**src/rtl/uart_pkg.sv**
```systemverilog
// Shared UART definitions: arbiter FSM states and default byte width.
package uart_pkg;

    localparam int unsigned UART_DATA_BITS = 8;
    localparam int unsigned BCNT_W         = 8;

    typedef enum logic [2:0] {
        IDLE      = 3'd0,
        LOAD      = 3'd1,
        START     = 3'd2,
        WAIT_BUSY = 3'd3,
        WAIT_DONE = 3'd4
    } arb_state_t;

endpackage

```
**src/rtl/uart_tx_arbiter_rr_pick.sv**
```systemverilog
// Round-robin picker: first set req bit scanning ptr, ptr+1, ... with wrap.
// Ports:
//   req    - request vector
//   ptr    - index where the scan starts
//   onehot - winner as a one-hot vector (0 when no request)
//   index  - winner index (0 when no request)
//   found  - at least one request is set
module rr_pick #(
    parameter int unsigned N_REQ = 4,
    parameter int unsigned PTR_W = 2
) (
    input  logic [N_REQ-1:0] req,
    input  logic [PTR_W-1:0] ptr,
    output logic [N_REQ-1:0] onehot,
    output logic [PTR_W-1:0] index,
    output logic             found
);

    logic [PTR_W-1:0] cand;

    // Walk the requesters in rotated order; the first hit wins.
    always_comb begin
        onehot = '0;
        index  = '0;
        found  = 1'b0;
        cand   = '0;
        for (int unsigned k = 0; k < N_REQ; k++) begin
            cand = PTR_W'((32'(ptr) + k) % N_REQ);
            if (!found && req[cand]) begin
                found  = 1'b1;
                index  = cand;
                onehot = N_REQ'(1) << cand;
            end
        end
    end

endmodule

```
**src/rtl/uart_tx_arbiter.sv**
```systemverilog
// Shares one UART transmitter among N_REQ byte-stream requesters with
// round-robin grants held for one packet or BURST_MAX bytes.
// Ports:
//   clk, rst_n - clock, asynchronous active-low reset
//   req_valid  - requester i has a byte on req_data slice i
//   req_data   - packed bytes, slice i = [i*DATA_BITS +: DATA_BITS]
//   req_last   - byte on slice i ends its packet
//   req_ready  - one-hot accept strobe (registered)
//   grant      - one-hot transmitter owner, 0 when idle (registered)
//   tx_start   - one-cycle load pulse to the transmitter (registered)
//   tx_data    - byte for the transmitter, held until the next load (registered)
//   tx_busy    - transmitter frame in progress
//   active     - FSM is not idle (registered)
module uart_tx_arbiter
    import uart_pkg::*;
#(
    parameter int unsigned N_REQ     = 4,
    parameter int unsigned DATA_BITS = UART_DATA_BITS,
    parameter int unsigned BURST_MAX = 16
) (
    input  logic                       clk,
    input  logic                       rst_n,
    input  logic [N_REQ-1:0]           req_valid,
    input  logic [N_REQ*DATA_BITS-1:0] req_data,
    input  logic [N_REQ-1:0]           req_last,
    output logic [N_REQ-1:0]           req_ready,
    output logic [N_REQ-1:0]           grant,
    output logic                       tx_start,
    output logic [DATA_BITS-1:0]       tx_data,
    input  logic                       tx_busy,
    output logic                       active
);

    localparam int unsigned PTR_W = (N_REQ > 1) ? $clog2(N_REQ) : 1;

    arb_state_t             state_q, state_d;
    logic [PTR_W-1:0]       ptr_q, ptr_d;
    logic [PTR_W-1:0]       gidx_q, gidx_d;
    logic [BCNT_W-1:0]      bcnt_q, bcnt_d;
    logic                   last_q, last_d;
    logic [N_REQ-1:0]       grant_q, grant_d;
    logic [N_REQ-1:0]       ready_q, ready_d;
    logic                   start_q, start_d;
    logic [DATA_BITS-1:0]   data_q, data_d;
    logic                   active_q, active_d;

    logic [N_REQ-1:0]       pick_oh;
    logic [PTR_W-1:0]       pick_idx;
    logic                   pick_any;
    logic [DATA_BITS-1:0]   data_arr [N_REQ];

    // Unpack the flat data bus so the owner's byte can be indexed directly.
    for (genvar i = 0; i < N_REQ; i++) begin : g_unpack
        assign data_arr[i] = req_data[i*DATA_BITS +: DATA_BITS];
    end

    rr_pick #(
        .N_REQ (N_REQ),
        .PTR_W (PTR_W)
    ) u_rr_pick (
        .req    (req_valid),
        .ptr    (ptr_q),
        .onehot (pick_oh),
        .index  (pick_idx),
        .found  (pick_any)
    );

    // Next-state and registered-output logic; ready/start are pre-computed
    // one cycle ahead so they land in the LOAD/START cycles respectively.
    always_comb begin
        state_d  = state_q;
        ptr_d    = ptr_q;
        gidx_d   = gidx_q;
        bcnt_d   = bcnt_q;
        last_d   = last_q;
        grant_d  = grant_q;
        ready_d  = '0;
        start_d  = 1'b0;
        data_d   = data_q;

        case (state_q)
            IDLE: begin
                if (pick_any) begin
                    grant_d = pick_oh;
                    gidx_d  = pick_idx;
                    bcnt_d  = '0;
                    ready_d = pick_oh;
                    state_d = LOAD;
                end
            end
            LOAD: begin
                data_d  = data_arr[gidx_q];
                last_d  = req_last[gidx_q];
                bcnt_d  = (bcnt_q == '1) ? bcnt_q : bcnt_q + BCNT_W'(1);
                start_d = 1'b1;
                state_d = START;
            end
            START: begin
                state_d = WAIT_BUSY;
            end
            WAIT_BUSY: begin
                if (tx_busy) begin
                    state_d = WAIT_DONE;
                end
            end
            WAIT_DONE: begin
                if (!tx_busy) begin
                    if (!last_q && (32'(bcnt_q) < BURST_MAX) && req_valid[gidx_q]) begin
                        ready_d = grant_q;
                        state_d = LOAD;
                    end else begin
                        grant_d = '0;
                        ptr_d   = (32'(gidx_q) == N_REQ - 1) ? '0 : gidx_q + PTR_W'(1);
                        state_d = IDLE;
                    end
                end
            end
            default: begin
                grant_d = '0;
                state_d = IDLE;
            end
        endcase

        active_d = (state_d != IDLE);
    end

    // State and output registers.
    always_ff @(posedge clk or negedge rst_n) begin
        if (!rst_n) begin
            state_q  <= IDLE;
            ptr_q    <= '0;
            gidx_q   <= '0;
            bcnt_q   <= '0;
            last_q   <= 1'b0;
            grant_q  <= '0;
            ready_q  <= '0;
            start_q  <= 1'b0;
            data_q   <= '0;
            active_q <= 1'b0;
        end else begin
            state_q  <= state_d;
            ptr_q    <= ptr_d;
            gidx_q   <= gidx_d;
            bcnt_q   <= bcnt_d;
            last_q   <= last_d;
            grant_q  <= grant_d;
            ready_q  <= ready_d;
            start_q  <= start_d;
            data_q   <= data_d;
            active_q <= active_d;
        end
    end

    assign req_ready = ready_q;
    assign grant     = grant_q;
    assign tx_start  = start_q;
    assign tx_data   = data_q;
    assign active    = active_q;

endmodule

```
**config.mk**
```make
export PLATFORM = sky130hd
export DESIGN_NAME = uart_tx_arbiter
export DESIGN_NICKNAME = d
export VERILOG_FILES = /design/src/rtl/uart_pkg.sv /design/src/rtl/uart_tx_arbiter_rr_pick.sv /design/src/rtl/uart_tx_arbiter.sv
export SDC_FILE = /design/constraint.sdc
export NUM_CORES = 1
export LEC_CHECK = 0
export CAP_MARGIN = 20
export CORE_ASPECT_RATIO = 0.7
export CORE_UTILIZATION = 31
export DETAILED_ROUTE_END_ITERATION = 12
export GPL_TIMING_DRIVEN = 0
export PLACE_DENSITY = 0.56
export SLEW_MARGIN = 20
export SYNTH_ARGS = -nofsm -noshare
export SYNTH_HDL_FRONTEND = slang
export SYNTH_SLANG_ARGS = --single-unit
```
**constraint.sdc**
```tcl
create_clock -name clk -period 2.65 [get_ports clk]
set_input_delay 0.53 -clock clk [delete_from_list [all_inputs] [get_ports clk]]
set_output_delay 0.53 -clock clk [all_outputs]
set_load 0.005 [all_outputs]
```
**Yosys cells after proc, flatten, opt, wreduce, memory -nomap -nowiden**

Index checks and enable logic that the tools add are counted.

- Register bits: 34
- Bits of input ports: 43
- Output and inout bits: 18
- Logic and storage cells: 100

- Bitwise operators: 4
- Equal/unequal tests: 9
- Magnitude comparators: 7
- Add/sub/neg operators: 5
- Muxes and demuxes: 44
- Reductions and logical operators: 17
- Shifts and indexed selects: 4

Operators with widths:

| operator | number |
|---|---|
| 4-bit 2-to-1 mux | 9 |
| 8-bit 2-to-1 mux | 4 |
| 8-bit binary-select mux with 2-bit select | 1 |
| 8-bit case mux with 2 select lines | 1 |
| 1-bit by 2-bit left shift with 4-bit output (first input constant) | 4 |
| 2-bit by 3-bit less-than comparator with 1-bit output (second input constant) | 5 |
| 3-bit case mux with 5 select lines | 1 |
| 1-bit binary-select mux with 2-bit select | 6 |
| 1-bit 2-to-1 mux | 12 |
| 4-bit case mux with 3 select lines | 1 |
| 2-bit 2-to-1 mux | 5 |
| 3-bit 2-to-1 mux | 3 |
| 3-bit AND reduction | 3 |
| 8-bit by 1-bit adder with 8-bit output (second input constant) | 1 |
| 8-bit equality test (second input constant) | 1 |
| 8-bit by 5-bit less-than comparator with 1-bit output (second input constant) | 1 |
| 4-bit case mux with 2 select lines | 1 |
| 3-bit by 2-bit equality test with 1-bit output (second input constant) | 2 |
| 2-bit != test (second input constant) | 3 |
| 1-bit logical AND | 5 |
| 2-bit by 1-bit adder with 2-bit output (second input constant) | 2 |
| 2-bit adder (second input constant) | 2 |
| 1-bit logical NOT | 4 |
| 3-bit by 1-bit equality test with 1-bit output (second input constant) | 1 |
| other kinds (10) | 12 |

**Depth between registers and ports, before layout**

- Depth after elaboration: 15
- Depth in mapped cells: 9

**By module**

From an unflattened synthesis, not the netlist that was laid out.

- Cell total of the unflattened synthesis: 230
- Area total of the unflattened synthesis: 2381.0 um2

By module, submodules not included:

| module | cells each | instances | area each (um2) |
|---|---|---|---|
| uart_tx_arbiter | 157 | 1 | 1815.5 |
| rr_pick | 73 | 1 | 565.5 |

**Least setup slack after synthesis**

Ideal clock, no wire load.

- Path kind: register -> register
- Start: register ptr_q[0]
- End: register grant_q[0] (netlist: grant[0])
- Data arrival time: 2197 ps
- Setup time: 126 ps
- Slack: 327 ps
- Cell stages (with the launch flop): 10
- Data required time: 2524 ps
- Cell sequence: dfrtp_1 buf_4 inv_1 ha_1 clkbuf_1 mux2i_1 mux2_2 nand3_1 o21ai_0 a221o_1

- Longest elaborated chain between the ends: 14
- Elaborated cells on any way between the ends: 33

Ends and longest elaborated chain:

| what | RTL line | text |
|---|---|---|
| start, declared | uart_tx_arbiter.sv:37 | `logic [PTR_W-1:0] ptr_q, ptr_d;` |
| start signal, assigned | uart_tx_arbiter.sv:142 | `ptr_q <= ptr_d;` |
| parallel branches: the longest is 14 deep, another holds 2-bit by 1-bit adder with 2-bit output | - |  |
| end signal, assigned | uart_tx_arbiter.sv:146 | `grant_q <= grant_d;` |
| end, declared | uart_tx_arbiter.sv:41 | `logic [N_REQ-1:0] grant_q, grant_d;` |

Several ways; the timed one is not identified. The select of a mux whose other input is x is not followed.
A chain may end at the register's enable or synchronous reset.

**Final worst setup path**

- Start: register ptr_q[0]
- End: register grant_q[1] (netlist: grant[1])

Same word-level chain as after synthesis.

==> impl_metrics.tcl <==
set metrics [dict create \
    leakage_nw 1.29 \
    power.density_cell_area_nw_per_um2 946 \
    post_synth_edffs 0 \
    worstReg2RegStart "ptr_q[0]" \
    r2r_end "grant[1]" \
    detail_route.drc_violations 0 \
    floorplan.die_area_sq_um 7460 \
    numCtsBuffers 5 \
    yosys-top-cells-area "sky130_fd_sc_hd__dfrtp_1 39%, sky130_fd_sc_hd__mux4_2 11%, sky130_fd_sc_hd__nand2_1 6.8%" \
    postSynthNetCount 266 \
    final.fill_count 689 \
    post-synth-top-area-cell "sky130_fd_sc_hd__dfrtp_1" \
    antenna_violating_nets_left 0 \
    flip_flop_and_latch_area_sq_um 852 \
    synth_async_sr_flop_share_pct 100 \
    finalHoldViolCount 0 \
    synth_warnings 0 \
    run_status "finished, final reports clean" \
    worstPathCellList "buf_4 > inv_1 > ha_2 > mux2i_1 > mux2_2 > nand3_1 > o21ai_0 > a221o_1" \
    worst_setup_path_start_kind "register" \
    crit_type "reg2reg" \
    multi_input_comb_area_sq_um 1250 \
    placement.cell_area_sq_um 2940 \
    route.final.wire_length_mm 5.21 \
    drt-wirelength-per-cell_um 13.9 \
    power_mw 2.88 \
    final_antenna_diode_count 0 \
    global_router_s_overall_resource_usage_pct 15.0 \
    grt_first_pass_wirelength_mm 8.55 \
    clkSlewWorstSetupHoldPaths_ns 0.07 \
    grt_start_max_net_pins 19 \
    clock_path_buffers 2 \
    die_width_um 103 \
    timing.critical_path.to "grant[1]" \
    vias 1859 \
    clock_latency_ns 0.29 \
    min_period_ns 2.52 \
    final_design_area_no_fill_sq_um 3050 \
    worst-r2r-setup-slack_ns 0.13 \
    area_growth_syn_to_layout_pct 38.1 \
    clkSinkCount 34 \
    finish.cell_count_without_fillers 374 \
    routabilityCongestion 0.786 \
    vdd_drop_max_mv 0.439 \
    die_span_in_y_um 72.6 \
    count_of_distinct_cell_types_in_the_synthesized_netlist 50 \
    reg2regPathDepth 8 \
    antenna_found_initial 0 \
    placeableCoreArea_sq_um 6820 \
    clock_skews_ns 0.0108 \
    grt_overflow 0 \
    num_io_pins 61 \
    cell_with_the_most_instances_after_synthesis "sky130_fd_sc_hd__nand2_1" \
    placed_cells_incl_taps 367 \
    initial_standard_cell_utilization_of_the_core_pct 32.3 \
    maxSlewViolCount 0 \
    yosys_most_used_dff "sky130_fd_sc_hd__dfrtp_1" \
    max-slew-margin-rel_pct 50.3 \
    cpPeakStageDelay_ns 0.47 \
    mappedNetlistArea_sq_um 2210 \
    design.final.nets 332 \
    fmax_mhz 397 \
    setup_violations 0 \
    synth_area_per_cell_sq_um 10.4 \
    min_period_over_period_pct 95.1 \
    grt_pass1_vias 1742 \
    avgViaCountPerCell 4.97 \
    critical_path_peak_fanout 10 \
    drt_iter0_drc 143 \
    tightest_slew_ns 0.745 \
    critical_path_arrival_ns 2.68 \
    place_hpwl_mm 4.03 \
    min-delay-path-class "in2async" \
    end_kind "register" \
    grt_setup_unrepaired "no" \
    postSynthCellCount 213 \
    placement_rows 25 \
    cts-root-buf "sky130_fd_sc_hd__clkbuf_8" \
    share_of_cells_above_drive_strength_1_pct 14.6 \
    ys_seq_area_share_pct 38.6 \
    worstSetupStartpoint "ptr_q[0]" \
    synth_top_cells_by_count "40 x sky130_fd_sc_hd__nand2_1, 34 x sky130_fd_sc_hd__dfrtp_1, 13 x sky130_fd_sc_hd__nor2_1" \
    dr.pass1.iters 4 \
    worst-endpoint-required_ns 2.81 \
    cts_max_level 2 \
    yosys_register_bits 34 \
    tritoncts_clock_tree "done" \
    crit_slowest_cell "sky130_fd_sc_hd__dfrtp_2" \
    yosysTopAreaCellShare_pct 38.6 \
    max-cap-violations 0 \
    total_of_buffers_placed_on_input_and_output_ports 59 \
]
==> worst max-delay path, delay by kind of cell, from the launching register on <==
kind	cells	cell delay [ns]
buf+inv	2	0.43
fa+ha+maj	1	0.38
flops	1	0.47
simple gates	1	0.11
compound gates	2	0.49
mux	2	0.52
==> placed cells by master, fill, tap and decap left out, drive strengths merged, types with 8 or more instances in the layout <==
cell and n:
a221o 8, clkdlybuf4s50 58, buf 10, mux4 12, clkbuf 12, nor2 13
nand2 41, ha 10, o21ai 12, dfrtp 34
==> logic make-up (layout without fill, tap and decap cells) <==
kind of cell	Yosys count	after routing	synth area share, %
XOR/XNOR	6	6	2.38
AND/OR/NAND/NOR	87	87	20.3
buffers and inverters	20	87	4.71
flip-flops	34	34	38.6
adder cells (fa/ha/maj)	10	10	5.67
multiplexers	17	17	14.7
AO/OA/AOI/OAI	39	39	13.7
==> metrics by stage <==
stage,TNS [ns],worst slack [ns],hold slack (ns),utilization (%)
floorplan,0,0.327,0.234,-
global placement,-0.233,-0.0628,0.458,42.7
detailed placement,-0.127,-0.0324,0.461,43.1
CTS,0,0.0156,0.176,44.7
global route,0,0.000885,0.184,44.7
finish,0,0.129,0.169,44.7
==> power by group <==
part	leakage (nW)	total, mW	internal, mW	switching (mW)
registers	0.433	0.876	0.714	0.161
logic	0.803	1.56	0.781	0.779
clock network	0.0575	0.447	0.262	0.184
total	1.29	2.88	1.76	1.12
==> what timing repair did <==
action,4_1_cts,5_1_grt
pin swaps,0,0
endpoints found under the setup margin,5,9
buffers inserted,0,0
resized for setup,1,1
hold buffers,0,0
==> state kept, by name, indices dropped and copies added, names as in the netlist <==
register,cells
tx_data,8
grant,4
tx_start,1
active,1
req_ready,4
last_q,1
ptr_q,2
gidx_q,2
state_q,3
bcnt_q,8
==> metal layers <==
layer	wire length, um	track usage, %	vias up
met5	0	0	-
met4	40	3.13	0
met3	309	4.89	4
met2	2260	21.4	48
met1	2600	22.2	892
li1	-	-	915
==> final cells by class <==
class                           count  area share, %
Inverter                            7          0.862
Tap cell                           94           3.86
Timing Repair Buffer               60           20.1
Buffer                             12           2.42
Multi-Input combinational cell    159           41.1
Sequential cell                    34           28.0
Clock buffer                        8           3.61
==> worst min-delay path by stage <==
stage | slack, ns | end | startpoint
2_1_floorplan | 0.23 | active | rst_n
3_3_place_gp | 0.46 | tx_data[7] | tx_data[7]
3_5_place_dp | 0.46 | tx_data[2] | tx_data[2]
4_1_cts | 0.18 | state_q[0] | rst_n
5_1_grt | 0.18 | state_q[0] | rst_n
6_report | 0.17 | state_q[0] | rst_n
Note: power is estimated with default switching activity, not from simulation.
